File: src/rtl/ssd_scan_driver.sv
// Seven-segment scan driver for the BaSys four-digit display.
//
// Scans a 16-bit value as four hex digits, one digit slot at a time, with an
// all-off guard gap at the start of every slot to prevent ghosting. Display
// writes are double-buffered and only reach the scanned value at a frame
// boundary, so a frame never mixes old and new digits.
//
// Ports:
//   CLK_50MHZ_IN  system clock, rising edge
//   rst_n         asynchronous active-low reset
//   disp_we       write strobe for disp_val
//   disp_val      display value, [3:0] = digit 0 (rightmost), [15:12] = digit 3
//   blank_in      per-digit force-blank, active high, live
//   lz_en         leading-zero suppression enable, live
//   ssd_seg_out   segments, active low, bit0 = a .. bit6 = g
//   ssd_sel_out   digit select, active low, bit n = digit n
//   frame_tick    one-cycle pulse with the first output of each new frame
module ssd_scan_driver #(
   parameter int unsigned DIGIT_CYCLES = 50000,
   parameter int unsigned GUARD_CYCLES = 500
) (
   input  logic        CLK_50MHZ_IN,
   input  logic        rst_n,
   input  logic        disp_we,
   input  logic [15:0] disp_val,
   input  logic [3:0]  blank_in,
   input  logic        lz_en,
   output logic [6:0]  ssd_seg_out,
   output logic [3:0]  ssd_sel_out,
   output logic        frame_tick
);

   localparam int unsigned CntW = (DIGIT_CYCLES > 1) ? $clog2(DIGIT_CYCLES) : 1;
   localparam logic [CntW-1:0] TermCnt  = CntW'(DIGIT_CYCLES - 1);
   localparam logic [CntW-1:0] GuardCnt = CntW'(GUARD_CYCLES);

   logic [CntW-1:0] cnt_q, cnt_d;
   logic [1:0]      idx_q, idx_d;
   logic [15:0]     active_q, active_d;
   logic [15:0]     pend_q, pend_d;
   logic            pend_flag_q, pend_flag_d;
   logic            wrap_q;
   logic [6:0]      seg_q, seg_d;
   logic [3:0]      sel_q, sel_d;
   logic            tick_q;

   logic            at_term;
   logic            boundary;
   logic [3:0]      nibble;
   logic            upper_zero;
   logic            blank;

   function automatic logic [6:0] hex_seg(input logic [3:0] h);
      logic [6:0] s;
      case (h)
         4'h0:    s = 7'b1000000;
         4'h1:    s = 7'b1111001;
         4'h2:    s = 7'b0100100;
         4'h3:    s = 7'b0110000;
         4'h4:    s = 7'b0011001;
         4'h5:    s = 7'b0010010;
         4'h6:    s = 7'b0000010;
         4'h7:    s = 7'b1111000;
         4'h8:    s = 7'b0000000;
         4'h9:    s = 7'b0010000;
         4'hA:    s = 7'b0001000;
         4'hB:    s = 7'b0000011;
         4'hC:    s = 7'b1000110;
         4'hD:    s = 7'b0100001;
         4'hE:    s = 7'b0000110;
         default: s = 7'b0001110;
      endcase
      return s;
   endfunction

   // Prescaler, digit index and write buffering.
   always_comb begin
      at_term     = (cnt_q == TermCnt);
      boundary    = at_term && (idx_q == 2'd3);
      cnt_d       = at_term ? '0 : cnt_q + 1'b1;
      idx_d       = at_term ? idx_q + 2'd1 : idx_q;
      active_d    = active_q;
      pend_d      = pend_q;
      pend_flag_d = pend_flag_q;
      if (boundary) begin
         // A write landing on the boundary bypasses the pending register.
         pend_flag_d = 1'b0;
         if (disp_we) begin
            active_d = disp_val;
         end else if (pend_flag_q) begin
            active_d = pend_q;
         end
      end else if (disp_we) begin
         pend_d      = disp_val;
         pend_flag_d = 1'b1;
      end
   end

   // Output stage, registered one cycle behind prescaler/index.
   always_comb begin
      nibble = 4'(active_q >> {idx_q, 2'b00});
      case (idx_q)
         2'd1:    upper_zero = (active_q[15:4] == 12'h000);
         2'd2:    upper_zero = (active_q[15:8] == 8'h00);
         2'd3:    upper_zero = (active_q[15:12] == 4'h0);
         default: upper_zero = 1'b0;  // digit 0 always shows
      endcase
      blank = blank_in[idx_q] | (lz_en & upper_zero);
      seg_d = 7'h7F;
      sel_d = 4'hF;
      if (cnt_q >= GuardCnt) begin
         sel_d = ~(4'b0001 << idx_q);
         seg_d = blank ? 7'h7F : hex_seg(nibble);
      end
   end

   always_ff @(posedge CLK_50MHZ_IN or negedge rst_n) begin
      if (!rst_n) begin
         cnt_q       <= '0;
         idx_q       <= 2'd0;
         active_q    <= 16'h0000;
         pend_q      <= 16'h0000;
         pend_flag_q <= 1'b0;
         wrap_q      <= 1'b0;
         seg_q       <= 7'h7F;
         sel_q       <= 4'hF;
         tick_q      <= 1'b0;
      end else begin
         cnt_q       <= cnt_d;
         idx_q       <= idx_d;
         active_q    <= active_d;
         pend_q      <= pend_d;
         pend_flag_q <= pend_flag_d;
         // Delayed twice so the tick lines up with the first output of the frame.
         wrap_q      <= boundary;
         tick_q      <= wrap_q;
         seg_q       <= seg_d;
         sel_q       <= sel_d;
      end
   end

   assign ssd_seg_out = seg_q;
   assign ssd_sel_out = sel_q;
   assign frame_tick  = tick_q;

endmodule

File: config.mk
export PLATFORM = sky130hd
export DESIGN_NAME = ssd_scan_driver
export DESIGN_NICKNAME = d
export VERILOG_FILES = /design/src/rtl/ssd_scan_driver.sv
export SDC_FILE = /design/constraint.sdc
export NUM_CORES = 1
export LEC_CHECK = 0
export BUFFER_PORTS_ARGS = -buffer_cell sky130_fd_sc_hd__buf_2
export CAP_MARGIN = 20
export CORE_AREA = 2 2 89 91
export DETAILED_ROUTE_END_ITERATION = 10
export DIE_AREA = 0 0 91 93
export GPL_TIMING_DRIVEN = 1
export PLACE_DENSITY = 0.68
export SETUP_SLACK_MARGIN = 0.4
export SYNTH_ARGS = -nofsm -noshare
export SYNTH_HDL_FRONTEND = slang
export SYNTH_SLANG_ARGS = --single-unit
File: constraint.sdc
create_clock -name CLK_50MHZ_IN -period 6.5 [get_ports CLK_50MHZ_IN]
set_clock_uncertainty 0.2 [all_clocks]
set_input_delay 1.3 -clock CLK_50MHZ_IN [delete_from_list [all_inputs] [get_ports CLK_50MHZ_IN]]
set_output_delay 1.3 -clock CLK_50MHZ_IN [all_outputs]
set_load 0.01 [all_outputs]
==> results of run 1 <==
[stage by stage]
step,cell area [µm²],power [W],hold WS [ns]
5_1_grt,3691,0.0008415,0.1674
2_1_floorplan,3221,0.0004441,0.1312
4_1_cts,3691,0.0008201,0.1556
3_3_place_gp,3490,0.0004625,0.1320
6_report,3691,0.0008078,0.1520
3_5_place_dp,3490,0.0004645,0.1410
[layer usage]
| metal | wire [µm] | share of wire, % |
|---|---|---|
| met1 | 2787 | 48 |
| met2 | 2703 | 46 |
| met3 | 207 | 3.6 |
| met4 | 121 | 2.1 |
| met5 | 0 | 0 |
[report_power, final]
part	internal, W	switching [W]
clock	0.000213	0.000139
sequential	0.000409	0.00000471
combinational	0.0000236	0.0000190
[cells by family (layout without fill, tap and decap cells)]
family | count (synthesis) | count (layout) | synth area share, %
flip-flops | 64 | 64 | 50.16
AO/OA/AOI/OAI | 22 | 22 | 5.090
XOR/XNOR | 16 | 16 | 4.351
AND/OR/NAND/NOR | 55 | 55 | 10.26
buffers and inverters | 21 | 64 | 2.797
adder cells (fa/ha/maj) | 13 | 13 | 5.051
multiplexers | 58 | 58 | 22.30
[layout make-up]
type | count | area (µm²)
Multi-Input combinational cell | 164 | 1515
Sequential cell | 64 | 1615
Tap cell | 102 | 127.6
Timing Repair Buffer | 36 | 182.7
Inverter | 13 | 48.80
Clock inverter | 4 | 70.07
Clock buffer | 11 | 131.4
Fill cell | 697 | 3836
[state kept, by name, summed over array words and instances, names as in the netlist, 2 cells and up]
| name | flops |
|---|---|
| active_q | 16 |
| cnt_q | 16 |
| idx_q | 2 |
| ssd_sel_out | 4 |
| pend_q | 16 |
| ssd_seg_out | 7 |
[cell usage in the layout, fill, tap and decap left out, types with 6 or more instances in the layout]
cell and instances:
sky130_fd_sc_hd__ha_1 13, sky130_fd_sc_hd__nor2_1 10, sky130_fd_sc_hd__dfstp_2 11, sky130_fd_sc_hd__inv_1 13, sky130_fd_sc_hd__mux4_2 6, sky130_fd_sc_hd__buf_2 35
sky130_fd_sc_hd__nand2_1 9, sky130_fd_sc_hd__dfrtp_1 53, sky130_fd_sc_hd__mux2_2 40, sky130_fd_sc_hd__xor2_1 8, sky130_fd_sc_hd__clkbuf_8 9, sky130_fd_sc_hd__xnor2_1 8
sky130_fd_sc_hd__mux2_1 10
[path summary, 6_finish.rpt]
path | startpoint | end | cells after the start
max reg2reg | cnt_q[12]$_DFF_PN0_ | pend_q[11]$_DFFE_PN0P_ | 4
min in group asynchronous | rst_n | cnt_q[6]$_DFF_PN0_ | 2
min reg2reg | wrap_q$_DFF_PN0_ | frame_tick$_DFF_PN0_ | 0
max | cnt_q[12]$_DFF_PN0_ | pend_q[11]$_DFFE_PN0P_ | 4
min | wrap_q$_DFF_PN0_ | frame_tick$_DFF_PN0_ | 0
max in group asynchronous | rst_n | pend_q[1]$_DFFE_PN0P_ | 2
[worst max-delay path, cell delays in order, from the launching register on]
cell	delay (ns)
sky130_fd_sc_hd__dfrtp_1	0.42
sky130_fd_sc_hd__or4_4	0.59
sky130_fd_sc_hd__nor4_4	0.85
sky130_fd_sc_hd__a21boi_2	0.45
sky130_fd_sc_hd__mux2_2	0.40
==> flow_summary.rst, run 1 <==
.. list-table::
   :header-rows: 1

   * - Metric
     - Value
   * - Level count of the clock H-tree
     - 3
   * - Post-route fraction of the period consumed by the critical path
     - 46.40%
   * - Sequential element share of the synthesized area
     - 50.16%
   * - Number of nets produced by synthesis
     - around 290
   * - Number of inserted diodes
     - 0
   * - Combined global-route utilization of all metal layers
     - 14.97%
   * - Final cell utilization of the core
     - 49.04%
   * - Number of remaining DRC errors
     - 0
   * - Global routing met3 resource utilization
     - slightly below 3%
   * - Number of iterations in the first detailed-routing pass
     - 4
   * - Global route overflow
     - 0
   * - Class of the tightest hold or removal check
     - reg -> reg
   * - Post-synth top flop
     - sky130_fd_sc_hd__dfrtp_1
   * - Required time of the worst setup path
     - 6.52 ns
   * - Yosys warning total
     - 0
   * - Power per Cell Area
     - around 220 nW/µm²
   * - Initial DRC count
     - 125
   * - Fraction of final layout cells sized beyond drive strength 1
     - 38.01%
   * - Initial antenna violation count
     - 0
   * - DP Wirelength
     - 4089 µm
   * - Tightest Pin Transition
     - just under 1 ns
   * - Post-layout min period
     - 3.016 ns
   * - Number of nets with antenna violations after detailed routing
     - 0
   * - Die Height
     - 93 µm
   * - Setup slack after layout
     - 3.484 ns
   * - Global routing usage on met1
     - 20.20%
   * - Worst setup path class
     - reg -> reg
   * - Number of maximum-capacitance constraint violations
     - 0
   * - Top cells by area, synth
     - sky130_fd_sc_hd__dfrtp_1 (41%), sky130_fd_sc_hd__mux2_2 (14%), sky130_fd_sc_hd__dfstp_2 (9.0%), sky130_fd_sc_hd__ha_1 (5.1%), sky130_fd_sc_hd__mux4_2 (4.2%)
   * - Total setup violations reported at the end of the flow
     - 0
   * - Via count of the first global-routing pass
     - 2051
   * - Met2 usage
     - 23.09%
   * - Minimum setup slack among reg-to-reg paths
     - 3.48 ns
   * - Number of max-slew violations in the final report
     - 0
   * - Wire per inst
     - 14.77 µm
   * - Initial standard-cell utilization of the core
     - 42.79%
   * - Kind of end point of the critical path
     - flop
   * - WL final
     - 5820 µm
   * - Total via count in the routed design
     - 2068
   * - P&R area growth vs syn
     - 14.61%
   * - Post-CTS setup buffer count
     - 0
   * - Critical Path AT
     - 3.03 ns
   * - Last weighted congestion value of the routability-driven placer
     - about 0.79
   * - Clock latency on the worst-skew pair
     - 0.33 ns
   * - Worst VDD drop
     - between 0.07 and 0.08 mV
   * - Post-layout nets
     - 325
   * - Die Wd
     - 91 µm
   * - Most frequent cell after synthesis
     - sky130_fd_sc_hd__dfrtp_1
   * - Clock transition time at the flip-flop clock pins of the worst setup and hold paths
     - 0.07 ns
   * - Rel. slew slack
     - 34.91%
   * - Standard-cell row count
     - 32
   * - Share of async-settable or async-resettable flops after synthesis
     - between 90% and 100%
   * - Unrepaired setup endpoints after global routing
     - no
   * - Maximum operating frequency
     - 0.3315 GHz
   * - Count of state elements after synthesis
     - 64
   * - Global-route wire length before repair
     - 10030 µm
   * - Leading area contributor after synthesis
     - sky130_fd_sc_hd__dfrtp_1
   * - Port Buffer Count
     - 35
   * - Number of sinks on the clock net
     - 64
   * - EDFF count, synth
     - 0
   * - Ranking of synthesized cells by instance count
     - sky130_fd_sc_hd__dfrtp_1 (53), sky130_fd_sc_hd__mux2_2 (40), sky130_fd_sc_hd__ha_1 (13), sky130_fd_sc_hd__inv_1 (13), sky130_fd_sc_hd__dfstp_2 (11)
   * - Most Crowded Layer GR
     - met2
   * - Clock buffers created by TritonCTS
     - 9
   * - Syn Inst Count
     - 249
   * - Top-level I/O count
     - 36
   * - Hold Violations, Final
     - 0
   * - Resized cells post-CTS
     - 0
   * - Number of non-filler instances in the completed layout
     - 394
   * - Worst slack at placement
     - 3.229 ns
   * - Setup tns final
     - 0 ns
   * - Largest buffer count on any clock path
     - 2
   * - Peak fanout along the critical path
     - 16
   * - Placed Cells
     - 379
   * - Clock tree from TritonCTS
     - yes
   * - Area enclosed by the die boundary
     - 8463 µm²
   * - Detailed-route vias per instance
     - 5.249
   * - Avg Cell Area, Syn
     - 12.93 µm²
   * - Placeable core region
     - 7527 µm²
   * - Count of hold buffers inserted by post-cts repair
     - 0
   * - Unique masters post-synth
     - 44
   * - Largest net degree at the start of global routing
     - 65
   * - Leak Pwr
     - 1.711 nW
   * - Proportion of netlist area held by the largest area contributor
     - 41.18%
   * - Library cell used as clock root buffer
     - sky130_fd_sc_hd__clkbuf_8
   * - Synth Cell Area
     - 3221 µm²
   * - Category of the worst setup path launch point
     - flop
   * - Result of the run
     - finished, final reports clean
Note: power is estimated with default switching activity, not from simulation.
==> run 2, diff against run 1 <==
--- a/config.mk
+++ b/config.mk
@@ -5,11 +5,12 @@
 export SDC_FILE = /design/constraint.sdc
 export NUM_CORES = 1
 export LEC_CHECK = 0
+export ABC_AREA = 1
 export BUFFER_PORTS_ARGS = -buffer_cell sky130_fd_sc_hd__buf_2
 export CAP_MARGIN = 20
-export CORE_AREA = 2 2 89 91
+export CORE_AREA = 2 2 91 93
 export DETAILED_ROUTE_END_ITERATION = 10
-export DIE_AREA = 0 0 91 93
+export DIE_AREA = 0 0 93 95
 export GPL_TIMING_DRIVEN = 1
 export PLACE_DENSITY = 0.68
 export SETUP_SLACK_MARGIN = 0.4
==> constraint.sdc (replaced) <==
create_clock -name CLK_50MHZ_IN -period 2.8 [get_ports CLK_50MHZ_IN]
set_clock_uncertainty 0.2 [all_clocks]
set_input_delay 0.56 -clock CLK_50MHZ_IN [delete_from_list [all_inputs] [get_ports CLK_50MHZ_IN]]
set_output_delay 0.56 -clock CLK_50MHZ_IN [all_outputs]
set_load 0.01 [all_outputs]
==> run 2 against run 1 <==
Critical path type unchanged. Largest cell class unchanged. First-iteration DRC count decreased by 14%. Sequential share of layout area decreased by 2.4 points. Critical path depth increased by 5. Power increased by 150%. Wire length increased by 14%. Register-to-register slack got worse by 2.8 ns. Worst hold slack got worse by 0.11 ns. Non-clock buffer count increased by 7. Maximum frequency increased by 42%. Via count increased by 34%. Die area increased by 4.4%.
==> flow_summary.rst, run 2 <==
.. list-table::
   :header-rows: 1

   * - Metric
     - Value
   * - Result of the run
     - finished, final reports clean
   * - Detailed-route vias per instance
     - 4.794 (-8.7%)
   * - Post-synth top flop
     - sky130_fd_sc_hd__dfrtp_1
   * - Total via count in the routed design
     - 2771 (+34%)
   * - Last weighted congestion value of the routability-driven placer
     - 0.8747 (+10%)
   * - Number of maximum-capacitance constraint violations
     - 0 (unchanged)
   * - Internal power
     - 0.001514 W (+130%)
   * - Worst Setup EP
     - ssd_seg_out[0]$_DFF_PN1_
   * - Port Buffer Count
     - 35 (unchanged)
   * - Wire per inst
     - 11.53 µm (-22%)
   * - Placeable core region
     - 7928 µm² (+5.3%)
   * - Combinational power share
     - 7.5% (+2.2 points)
   * - Clock latency on the worst-skew pair
     - 0.34 ns (about the same)
   * - WL final
     - 6662 µm (+14%)
   * - Switching share of power
     - 24.20% (+4.1 points)
   * - Biggest cell delay along the critical path
     - 0.47 ns (-0.38 ns)
   * - Count of state elements after synthesis
     - 64 (unchanged)
   * - Multi-input logic area
     - 1491 µm² (-1.6%)
   * - Sequential element share of the synthesized area
     - 47.66% (-2.5 points)
   * - Class of the tightest hold or removal check
     - in -> async
   * - Global-route wire length before repair
     - 11700 µm (+17%)
   * - Worst reg2reg path depth
     - 9 (+5)
   * - Leak Pwr
     - 1.937 nW (+13%)
   * - Yosys warning total
     - 0 (unchanged)
   * - Worst flop-to-flop path startpoint
     - idx_q[1]$_DFFE_PN0N_
   * - Number of inserted diodes
     - 0 (unchanged)
   * - Worst setup path class
     - reg -> reg
   * - Launching element of the worst setup path
     - idx_q[1]$_DFFE_PN0N_
   * - Area enclosed by the die boundary
     - 8835 µm² (+4.4%)
   * - Critical Path Most Common Cell
     - sky130_fd_sc_hd__inv_1
   * - Clock transition time at the flip-flop clock pins of the worst setup and hold paths
     - 0.07 ns (about the same)
   * - Top cells by area, synth
     - sky130_fd_sc_hd__dfrtp_1 (39%), sky130_fd_sc_hd__nand2_1 (12%), sky130_fd_sc_hd__dfstp_2 (8.5%), sky130_fd_sc_hd__inv_1 (5.6%), sky130_fd_sc_hd__nor2_1 (5.5%)
   * - Largest buffer count on any clock path
     - 2 (unchanged)
   * - Critical-path cell list
     - inv_1, nand3_1, nand2_1, inv_1, ha_1, inv_1, nor2_1, a21oi_1, nand3_1
   * - Critical Path AT
     - 2.16 ns (-0.87 ns)
   * - Count of hold buffers inserted by post-cts repair
     - 0 (unchanged)
   * - Global route overflow
     - 0 (unchanged)
   * - Most frequent cells in the layout
     - sky130_fd_sc_hd__nand2_1 (110), sky130_fd_sc_hd__dfrtp_1 (52), sky130_fd_sc_hd__inv_1 (50), sky130_fd_sc_hd__nor2_1 (50), sky130_fd_sc_hd__buf_2 (35)
   * - Tightest Pin Transition
     - 0.6506 ns (-0.3200 ns)
   * - Largest net degree at the start of global routing
     - 33 (-49%)
   * - Syn Inst Count
     - 427 (+71%)
   * - Category of the worst setup path launch point
     - flop
   * - Sequential Power Share
     - 49.0% (-2.2 points)
   * - Clock buffers created by TritonCTS
     - 9 (unchanged)
   * - Number of iterations in the first detailed-routing pass
     - 4 (unchanged)
   * - Initial DRC count
     - 108 (-14%)
   * - Post-route fraction of the period consumed by the critical path
     - 75.62% (+29 points)
   * - EDFF count, synth
     - 0 (unchanged)
   * - Hold Violations, Final
     - 0 (unchanged)
   * - Kind of end point of the critical path
     - flop
   * - Leading area contributor after synthesis
     - sky130_fd_sc_hd__dfrtp_1
   * - Top-level I/O count
     - 36 (unchanged)
   * - Number of filler cells placed in the layout
     - 799 (+15%)
   * - P&R area growth vs syn
     - 15.36%
   * - Synth Cell Area
     - 3390 µm² (+5.2%)
   * - Setup tns final
     - 0 ns (unchanged)
   * - Standard-cell row count
     - 33 (+3.1%)
   * - Avg Cell Area, Syn
     - 7.938 µm² (-39%)
   * - Number of sinks on the clock net
     - 64 (unchanged)
   * - Unrepaired setup endpoints after global routing
     - no
   * - Die Height
     - 95 µm (+2.2%)
   * - Most frequent cell after synthesis
     - sky130_fd_sc_hd__nand2_1
   * - Clock group share of total power
     - 43.6% (about the same)
   * - Level count of the clock H-tree
     - 3 (unchanged)
   * - Initial antenna violation count
     - 0 (unchanged)
   * - Proportion of netlist area held by the largest area contributor
     - 39.13% (-2.1 points)
   * - Maximum operating frequency
     - 0.4723 GHz (+42%)
   * - Ranking of synthesized cells by instance count
     - sky130_fd_sc_hd__nand2_1 (110), sky130_fd_sc_hd__dfrtp_1 (53), sky130_fd_sc_hd__inv_1 (51)
   * - Commonest non-fill, non-tap cell in the layout
     - sky130_fd_sc_hd__nand2_1
   * - Total setup violations reported at the end of the flow
     - 0 (unchanged)
   * - Library cell contributing the largest single delay on the critical path
     - sky130_fd_sc_hd__dfrtp_1
   * - Via count of the first global-routing pass
     - 2610 (+27%)
   * - Worst VDD drop
     - 0.4005 mV (+440%)
   * - Worst reg2reg endpoint
     - ssd_seg_out[0]$_DFF_PN1_
   * - Unique masters post-synth
     - 27 (-39%)
   * - Number of non-filler instances in the completed layout
     - 578 (+47%)
   * - Fraction of final layout cells sized beyond drive strength 1
     - 19.03% (-19 points)
   * - Placed Cells
     - 558 (+47%)
   * - Number of max-slew violations in the final report
     - 0 (unchanged)
   * - Initial standard-cell utilization of the core
     - 42.76% (about the same)
   * - Share of async-settable or async-resettable flops after synthesis
     - 100.0% (unchanged)
   * - Number of remaining DRC errors
     - 0 (unchanged)
   * - Clock tree from TritonCTS
     - yes
   * - Switching power total
     - 0.0004832 W (+200%)
   * - Library cell used as clock root buffer
     - sky130_fd_sc_hd__clkbuf_8
   * - Post-layout nets
     - 505 (+55%)
   * - Seq. cell area
     - 1617 µm² (about the same)
   * - Post-layout min period
     - 2.117 ns (-0.8990 ns)
   * - Number of nets produced by synthesis
     - 464 (+62%)
   * - Rel. slew slack
     - 56.62% (+22 points)
   * - Combined global-route utilization of all metal layers
     - 16.74% (+1.8 points)
   * - Required time of the worst setup path
     - 2.84 ns (-3.68 ns)
   * - DP Wirelength
     - 4917 µm (+20%)
   * - Peak fanout along the critical path
     - 9 (-7)
   * - Number of nets with antenna violations after detailed routing
     - 0 (unchanged)
   * - Die Wd
     - 93 µm (+2.2%)
   * - Power per Cell Area
     - 510.7 nW/µm² (+130%)
   * - Minimum setup slack among reg-to-reg paths
     - 0.68 ns (-2.80 ns)
   * - Registers with the most flip-flops
     - active_q: 16 flops, cnt_q: 16 flops, pend_q: 16 flops
==> run 2: cell count changes after synthesis, sizes merged, moves of 19 or more <==
cell / change
a21oi: +19
inv: +39
mux2: -50
nand2: +107
nand3: +27
nor2: +44
o21ai: +36
==> run 2: how the worst min path moves through the flow <==
stage,to,cells after the start,start,slack (ns)
2_1_floorplan,active_q[0]$_DFFE_PN0P_,0,rst_n,0.06
3_3_place_gp,frame_tick$_DFF_PN0_,0,wrap_q$_DFF_PN0_,0.14
3_5_place_dp,frame_tick$_DFF_PN0_,0,wrap_q$_DFF_PN0_,0.14
4_1_cts,cnt_q[13]$_DFF_PN0_,1,rst_n,0.05
5_1_grt,cnt_q[12]$_DFF_PN0_,1,rst_n,0.09
6_report,cnt_q[12]$_DFF_PN0_,1,rst_n,0.04
==> run 2: cell families after synthesis <==
group	count (synthesis)	share of synthesized area [%]
flops	64	47.66
simple gates	212	27.02
buf+inv	66	8.342
xor+xnor	9	2.326
compound gates	63	9.856
fa+ha+maj	13	4.799
==> run 2: worst max-delay path: cells and delay by family (launching register included) <==
kind / cells / cell delay [ns]
buf+inv: 3 / 0.47
compound gates: 1 / 0.19
flops: 1 / 0.47
fa+ha+maj: 1 / 0.22
simple gates: 4 / 0.46
==> run 2: area by class of cell <==
cell class	instances	area share, %
clock buffer	9	3.168
sequential	64	41.34
tap	105	3.360
multi-input combinational	297	38.14
clock inverter	7	2.464
inverter	53	5.184
timing repair buffer	43	6.336
==> run 2: routing by layer <==
layer  wire length (µm)  vias up  track usage (%)
li1                   -     1423                -
met1               3245     1283            22.09
met2               3055       54            26.87
met3                272       11            4.868
met4                 89        0            5.025
met5                  0        -                0
==> run 2: what timing repair did <==
action / CTS / global route
setup buffers: 0 / 4
setup endpoints to repair: 0 / 7
gates resized for setup: 0 / 2
==> run 2: power by group through the flow <==
stage | Combinational (W) | Sequential (W) | Clock (W)
after floorplan | 0.0000956 | 0.000989 | 0
after global placement | 0.000148 | 0.000993 | 0
after detailed placement | 0.000151 | 0.000995 | 0
after CTS | 0.000152 | 0.000977 | 0.000894
after global routing | 0.000175 | 0.000981 | 0.000936
final | 0.000149 | 0.000977 | 0.000870
==> run 2: metrics by stage <==
| step | setup slack [ns] | utilization (%) | cell area (µm²) | hold slack [ns] | power, W |
|---|---|---|---|---|---|
| after floorplan | 0.9906 | - | 3390 | 0.06441 | 0.001085 |
| final | 0.6827 | 49.32 | 3910 | 0.04265 | 0.001997 |
| after global placement | 0.6239 | 46.10 | 3655 | 0.1407 | 0.001141 |
| after global routing | 0.4291 | 49.32 | 3910 | 0.08891 | 0.002092 |
| after CTS | 0.4537 | 48.88 | 3875 | 0.05458 | 0.002024 |
| after detailed placement | 0.4583 | 46.10 | 3655 | 0.1396 | 0.001146 |
